**config.mk**
```make
export PLATFORM = sky130hd
export DESIGN_NAME = axi_lite_reg_slave
export DESIGN_NICKNAME = d
export VERILOG_FILES = /design/src/rtl/axi_lite_reg_slave.sv
export SDC_FILE = /design/constraint.sdc
export NUM_CORES = 1
export LEC_CHECK = 0
export CAP_MARGIN = 20
export CORE_UTILIZATION = 41
export CTS_CLUSTER_DIAMETER = 200
export DETAILED_ROUTE_END_ITERATION = 16
export GPL_TIMING_DRIVEN = 0
export MAX_ROUTING_LAYER = met4
export PLACE_DENSITY = 0.72
export SYNTH_ARGS = -nofsm -noshare
export SYNTH_HDL_FRONTEND = slang
export SYNTH_SLANG_ARGS = --single-unit
```
**constraint.sdc**
```tcl
create_clock -name clock -period 4.6 [get_ports clock]
set_clock_uncertainty 0.05 [all_clocks]
set_input_delay 0.46 -clock clock [delete_from_list [all_inputs] [get_ports clock]]
set_output_delay 0.46 -clock clock [all_outputs]
set_load 0.01 [all_outputs]
```
**src/rtl/axi_lite_reg_slave.sv**
```systemverilog
// ----------------------------------------------------------------------------
// axi_lite_reg_slave
//
// AXI4-Lite responder that terminates the host control path of the PairHMM
// accelerator. It holds a small register file (CTRL, STATUS, IRQ_EN and a
// bank of CFG words). Host writes are turned into a one-cycle engine start
// pulse and configuration outputs. Engine busy/done status is reported back
// to the host.
//
// Register map (32-bit words, byte addresses):
//   0x00 CTRL    bit0 write-1 -> start pulse, reads 0
//   0x04 STATUS  bit0 busy_i (sampled at AR), bit1 done_sticky (W1C)
//   0x08 IRQ_EN  bit0 read/write
//   0x0C..       CFG[0..NUM_REGS-4], full 32-bit read/write
//
// Ports:
//   clock, reset           single clock, synchronous active-high reset
//   s_aw*, s_w*, s_b*      AXI4-Lite write address / data / response
//   s_ar*, s_r*            AXI4-Lite read address / data
//   start_o                one-cycle start pulse to the engine
//   busy_i, done_i         engine busy level, engine done pulse
//   cfg_o                  concatenated CFG registers, CFG[0] in the LSBs
//   irq_o                  registered done_sticky AND IRQ_EN[0]
// ----------------------------------------------------------------------------
module axi_lite_reg_slave #(
    parameter int ADDR_WIDTH = 32,
    parameter int NUM_REGS   = 8
) (
    input  logic                         clock,
    input  logic                         reset,
    input  logic [ADDR_WIDTH-1:0]        s_awaddr,
    input  logic                         s_awvalid,
    output logic                         s_awready,
    input  logic [31:0]                  s_wdata,
    input  logic [3:0]                   s_wstrb,
    input  logic                         s_wvalid,
    output logic                         s_wready,
    output logic [1:0]                   s_bresp,
    output logic                         s_bvalid,
    input  logic                         s_bready,
    input  logic [ADDR_WIDTH-1:0]        s_araddr,
    input  logic                         s_arvalid,
    output logic                         s_arready,
    output logic [31:0]                  s_rdata,
    output logic [1:0]                   s_rresp,
    output logic                         s_rvalid,
    input  logic                         s_rready,
    output logic                         start_o,
    input  logic                         busy_i,
    input  logic                         done_i,
    output logic [(NUM_REGS-3)*32-1:0]   cfg_o,
    output logic                         irq_o
);

    localparam int IDX_W    = $clog2(NUM_REGS);
    localparam int NUM_CFG  = NUM_REGS - 3;
    localparam int CFG_BASE = 3;
    localparam int WADDR_W  = ADDR_WIDTH - 2;

    localparam logic [IDX_W-1:0] IDX_CTRL   = IDX_W'(0);
    localparam logic [IDX_W-1:0] IDX_STATUS = IDX_W'(1);
    localparam logic [IDX_W-1:0] IDX_IRQ_EN = IDX_W'(2);

    localparam logic [1:0] RESP_OKAY   = 2'b00;
    localparam logic [1:0] RESP_SLVERR = 2'b10;

    // A word address is in range only if nothing above the index field is set.
    function automatic logic word_in_range(input logic [WADDR_W-1:0] word_addr);
        return (word_addr >> IDX_W) == '0;
    endfunction

    function automatic logic [31:0] merge_bytes(input logic [31:0] old_word,
                                                input logic [31:0] new_word,
                                                input logic [3:0]  strb);
        logic [31:0] result;
        result = old_word;
        for (int b = 0; b < 4; b++) begin
            if (strb[b]) begin
                result[b*8 +: 8] = new_word[b*8 +: 8];
            end
        end
        return result;
    endfunction

    // Byte-offset address bits carry no information for word registers.
    logic unused_addr_lsbs;
    assign unused_addr_lsbs = ^{s_awaddr[1:0], s_araddr[1:0]};

    // Write channel state
    logic                aw_full_q, aw_full_d;
    logic [WADDR_W-1:0]  aw_addr_q, aw_addr_d;
    logic                w_full_q, w_full_d;
    logic [31:0]         w_data_q, w_data_d;
    logic [3:0]          w_strb_q, w_strb_d;
    logic                b_valid_q, b_valid_d;
    logic [1:0]          b_resp_q, b_resp_d;

    // Read channel state
    logic                r_valid_q, r_valid_d;
    logic [31:0]         r_data_q, r_data_d;
    logic [1:0]          r_resp_q, r_resp_d;

    // Register file
    logic                start_q, start_d;
    logic                done_sticky_q, done_sticky_d;
    logic                irq_en_q, irq_en_d;
    logic                irq_q, irq_d;
    logic [31:0]         cfg_q [NUM_CFG];
    logic [31:0]         cfg_d [NUM_CFG];

    logic                aw_fire, w_fire, ar_fire;
    logic                commit;
    logic                wr_ok;
    logic [IDX_W-1:0]    wr_idx;
    logic [IDX_W-1:0]    rd_idx;
    logic                rd_ok;
    logic [31:0]         rd_word;

    // Address and data each have a one-entry holding slot; neither slot
    // accepts new traffic until the write response has been consumed.
    assign s_awready = ~aw_full_q & ~b_valid_q;
    assign s_wready  = ~w_full_q  & ~b_valid_q;
    assign s_bvalid  = b_valid_q;
    assign s_bresp   = b_resp_q;
    assign s_arready = ~r_valid_q;
    assign s_rvalid  = r_valid_q;
    assign s_rdata   = r_data_q;
    assign s_rresp   = r_resp_q;
    assign start_o   = start_q;
    assign irq_o     = irq_q;

    assign aw_fire = s_awvalid & s_awready;
    assign w_fire  = s_wvalid  & s_wready;
    assign ar_fire = s_arvalid & s_arready;
    assign commit  = aw_full_q & w_full_q;
    assign wr_idx  = aw_addr_q[IDX_W-1:0];
    assign wr_ok   = word_in_range(aw_addr_q);
    assign rd_idx  = s_araddr[IDX_W+1:2];
    assign rd_ok   = word_in_range(s_araddr[ADDR_WIDTH-1:2]);

    // Write handshakes fill the address/data slots independently; once both
    // are full the write commits and the response is raised in the same edge.
    always_comb begin
        aw_full_d = aw_full_q;
        aw_addr_d = aw_addr_q;
        w_full_d  = w_full_q;
        w_data_d  = w_data_q;
        w_strb_d  = w_strb_q;
        b_valid_d = b_valid_q;
        b_resp_d  = b_resp_q;
        if (aw_fire) begin
            aw_full_d = 1'b1;
            aw_addr_d = s_awaddr[ADDR_WIDTH-1:2];
        end
        if (w_fire) begin
            w_full_d = 1'b1;
            w_data_d = s_wdata;
            w_strb_d = s_wstrb;
        end
        if (commit) begin
            aw_full_d = 1'b0;
            w_full_d  = 1'b0;
            b_valid_d = 1'b1;
            b_resp_d  = wr_ok ? RESP_OKAY : RESP_SLVERR;
        end
        if (b_valid_q && s_bready) begin
            b_valid_d = 1'b0;
        end
    end

    // Register updates on commit. A done pulse is applied after the W1C so
    // that a simultaneous done and clear leaves the sticky bit set.
    always_comb begin
        start_d       = 1'b0;
        done_sticky_d = done_sticky_q;
        irq_en_d      = irq_en_q;
        cfg_d         = cfg_q;
        if (commit && wr_ok) begin
            if (wr_idx == IDX_CTRL) begin
                start_d = w_strb_q[0] & w_data_q[0];
            end
            if (wr_idx == IDX_STATUS && w_strb_q[0] && w_data_q[1]) begin
                done_sticky_d = 1'b0;
            end
            if (wr_idx == IDX_IRQ_EN && w_strb_q[0]) begin
                irq_en_d = w_data_q[0];
            end
            for (int i = 0; i < NUM_CFG; i++) begin
                if (wr_idx == IDX_W'(CFG_BASE + i)) begin
                    cfg_d[i] = merge_bytes(cfg_q[i], w_data_q, w_strb_q);
                end
            end
        end
        if (done_i) begin
            done_sticky_d = 1'b1;
        end
        irq_d = done_sticky_q & irq_en_q;
    end

    // Read-side register decode, evaluated against the live register state
    // and busy_i so the value captured at the AR handshake is current.
    always_comb begin
        rd_word = '0;
        if (rd_idx == IDX_STATUS) begin
            rd_word = {30'd0, done_sticky_q, busy_i};
        end
        if (rd_idx == IDX_IRQ_EN) begin
            rd_word = {31'd0, irq_en_q};
        end
        for (int i = 0; i < NUM_CFG; i++) begin
            if (rd_idx == IDX_W'(CFG_BASE + i)) begin
                rd_word = cfg_q[i];
            end
        end
    end

    // Read channel: capture data at the AR handshake, hold it until R completes.
    always_comb begin
        r_valid_d = r_valid_q;
        r_data_d  = r_data_q;
        r_resp_d  = r_resp_q;
        if (r_valid_q && s_rready) begin
            r_valid_d = 1'b0;
        end
        if (ar_fire) begin
            r_valid_d = 1'b1;
            r_data_d  = rd_ok ? rd_word : 32'd0;
            r_resp_d  = rd_ok ? RESP_OKAY : RESP_SLVERR;
        end
    end

    // CFG bank flattened onto the output bus, CFG[0] in the LSBs.
    always_comb begin
        cfg_o = '0;
        for (int i = 0; i < NUM_CFG; i++) begin
            cfg_o[i*32 +: 32] = cfg_q[i];
        end
    end

    // State registers; reset abandons any in-flight transaction.
    always_ff @(posedge clock) begin
        if (reset) begin
            aw_full_q     <= 1'b0;
            aw_addr_q     <= '0;
            w_full_q      <= 1'b0;
            w_data_q      <= '0;
            w_strb_q      <= '0;
            b_valid_q     <= 1'b0;
            b_resp_q      <= RESP_OKAY;
            r_valid_q     <= 1'b0;
            r_data_q      <= '0;
            r_resp_q      <= RESP_OKAY;
            start_q       <= 1'b0;
            done_sticky_q <= 1'b0;
            irq_en_q      <= 1'b0;
            irq_q         <= 1'b0;
            for (int i = 0; i < NUM_CFG; i++) begin
                cfg_q[i] <= '0;
            end
        end else begin
            aw_full_q     <= aw_full_d;
            aw_addr_q     <= aw_addr_d;
            w_full_q      <= w_full_d;
            w_data_q      <= w_data_d;
            w_strb_q      <= w_strb_d;
            b_valid_q     <= b_valid_d;
            b_resp_q      <= b_resp_d;
            r_valid_q     <= r_valid_d;
            r_data_q      <= r_data_d;
            r_resp_q      <= r_resp_d;
            start_q       <= start_d;
            done_sticky_q <= done_sticky_d;
            irq_en_q      <= irq_en_d;
            irq_q         <= irq_d;
            for (int i = 0; i < NUM_CFG; i++) begin
                cfg_q[i] <= cfg_d[i];
            end
        end
    end

endmodule

```
==> summary.md <==
| Metric | Value |
|---|---|
| Average size of a mapped cell | `slightly below 9 sq um` |
| Height of the die | `171 microns` |
| Endpoint type of the worst setup path | `flip-flop` |
| Number of global-route vias before repair | `10500` |
| Final Critical Period | `roughly 2.7 ns` |
| Fmax | `375 MHz` |
| Slew margin rel. | `between 40 and 50%` |
| Post-synth top area share | `a little under half` |
| Ys async rst share | `0%` |
| Row count | `61` |
| 1st-pass router iterations | `5` |
| Final hold viol count | `0` |
| Final ANT Viol Nets | `0` |
| Pwr dens | `329 nW/um^2` |
| DR vias | `between 10000 and 15000` |
| Synth Register Bits | `268` |
| Final HPWL DP | `~32 mm` |
| Drt via density | `approximately 5.2` |
| EDFF count, synth | `0` |
| Avg WL per Cell | `20.0 microns` |
| Ant. Diodes | `0` |
| GRT overflow | `0` |
| Non-Filler Instances | `~2000` |
| DP Cell Count | `roughly 2000` |
| Yosys warnings | `0` |
| Sequential area share after synthesis | `45.8%` |
| Largest area contributor in the netlist | `dfxtp_1` |
| GR Util All Layers | `between 20 and 30%` |
| Type of the most critical hold path | `flip-flop to flip-flop` |
| Initial Util | `around two fifths` |
| Clock Latency Late Sink | `approximately 0.56 ns` |
| Crit-path max FO | `8` |
| Input/output buffers | `roughly 300` |
| P&R area growth vs syn | `38.6%` |
| Routability cong. | `~0.90` |
| CP Class | `flip-flop to flip-flop` |
| Global-route wire length before repair | `between 60 and 70 mm` |
| Hold Buf Count CTS | `0` |
| Cts repair resizes | `0` |
| Final WL | `slightly above 40 mm` |
| CTS clk-pin slew, worst paths | `roughly 0.060 ns` |
| Number of I/O pins | `~310` |
| Drt drc | `0` |
| CTS max path bufs | `3` |
| Share of layout cells above drive strength 1 | `between 4 and 5%` |
| Status | `finished, final reports clean` |
| CP arrival | `about 3.1 ns` |
| Die area | `between 20000 and 30000 sq um` |
| CTS Root Cell | `clkbuf_16` |
| Nets | `approximately 1800` |
| Final Setup Violations | `0` |
| Synth area leaders | `dfxtp_1 (46%), mux2i_1 (14%), nand2b_1 (12%)` |
| Maxcap violations | `0` |
| Worst-Margin Slew | `about 0.83 ns` |
| Max H-tree Level | `1` |
| Worst EP required | `5.03 ns` |
| P_leak | `~6.4 nW` |
| Synth Instances | `~1300` |
| IR drop worst, VDD | `about 260 uV` |
| Synth unique cells | `37` |
| CTS Sinks | `around 270` |
| Mapped Area | `about 12000 sq um` |
| RSZ-0062 raised after global routing | `false` |
| Setup_tns | `0 ns` |
| Startpoint Class | `flip-flop` |
| Main synth FF type | `dfxtp_1` |
| Initial antenna violation count | `0` |
| Postcts setup bufs | `0` |
| Largest net degree at the start of global routing | `15` |
| Die width | `roughly 170 microns` |
| TritonCTS buffer count | `30` |
| Tcrit/Tclk final | `58.0%` |
| Fin. max-slew vios | `0` |
| TritonCTS clock tree | `built` |
| Placeable Area | `27900 sq um` |
| Filler Cell Count | `2498` |
| 1st-iter DRT viols | `950` |
## state kept, by name (all words and copies together), names as in the netlist, 4 cells and up
name and count:
aw_addr_q 30, cfg_o 160, s_rdata 32, w_data_q 32, w_strb_q 4
## per-stage QoR
stage / utilization, % / total power, mW / worst slack, ns / instance area [sq um] / hold WS (ns)
detailed placement: 54.5 / 2.91 / 1.66 / 15200 / 0.396
floorplan: - / 2.69 / 2.52 / 11700 / 0.381
finish: 58.1 / 5.34 / 1.93 / 16200 / 0.403
CTS: 58.1 / 5.35 / 2.01 / 16200 / 0.390
global route: 58.1 / 5.50 / 1.93 / 16200 / 0.408
global placement: 54.5 / 2.90 / 1.73 / 15200 / 0.386
## layer usage
layer  GRT usage [%]  up-vias  share of wire, %
li1                -     5138                 -
met1            35.0     5089                43
met2            46.9      466                47
met3            5.41       82               7.6
met4            9.32        0               3.0
met5               -        -                 0
## logic make-up (layout without fill, tap and decap cells)
group,count (synthesis),count (layout),synth area share [%]
mux,167,167,14.5
other cells,1,2,0.0320
flops,268,268,45.8
simple gates,593,593,26.5
compound gates,196,196,9.73
buf+inv,99,456,3.39
## report_power, final
group / total [mW] / switching (mW) / internal [mW]
Combinational: 0.477 / 0.282 / 0.195
Sequential: 2.39 / 0.0251 / 2.36
Clock: 2.48 / 0.972 / 1.51
## synthesized netlist by cell type, drive strengths merged (2+ instances only)
cell type and count:
dfxtp 268, nand2 260, nand2b 225, mux2i 164, clkbuf 76, a21oi 70
o21ai 63, nor2 38, a22oi 30, o31ai 30, nand3 22, buf 20
nor4 18, nor3b 7, nor3 5, or4 4, and3 3, inv 3
nand4 3, and2 2, and3b 2, mux4 2
## worst max-delay path, stage by stage (launching register included)
cell and delay (ns):
dfxtp_1 0.32, or4_4 0.62, nor4_4 0.52, nor3b_1 0.54
buf_4 0.32, mux2i_1 0.22
## cell type report
type                            instances  area (sq um)  area share, %
Buffer                                 96           385           2.37
Clock buffer                           44           895           5.51
Clock inverter                         11           130          0.801
Inverter                                3          11.3         0.0694
Multi-Input combinational cell        958          5950           36.7
Sequential cell                       268          5370           33.0
Tap cell                              378           473           2.91
Timing Repair Buffer                  302          3020           18.6
## final timing paths
kind / startpoint / to / slack (ns) / depth (start not counted)
max: aw_addr_q[3] / cfg_o[31] / 1.93 / 5
min: s_rdata[26] / s_rdata[26] / 0.40 / 2
max reg2reg: aw_addr_q[3] / cfg_o[31] / 1.93 / 5
min reg2reg: s_rdata[26] / s_rdata[26] / 0.40 / 2
## cell usage in the layout, fill, tap and decap left out, types with 2 or more instances in the layout
cell,count
clkdlybuf4s50_1,302
dfxtp_1,268
nand2_1,260
nand2b_1,225
mux2i_1,164
clkbuf_1,82
a21oi_1,70
o21ai_0,63
nor2_1,38
clkbuf_16,31
a22oi_1,30
o31ai_1,30
nand3_2,16
nor4_1,14
buf_1,12
clkinv_2,8
clkbuf_8,7
nand3_1,6
buf_4,6
nor3b_1,6
nor3_1,5
nor4_4,4
inv_1,3
nand4_1,3
or4_4,3
and3_1,3
bufinv_16,3
and2_1,2
buf_2,2
and3b_1,2
mux4_2,2
conb_1,2
No activity file was read; power rests on OpenSTA's default activity.
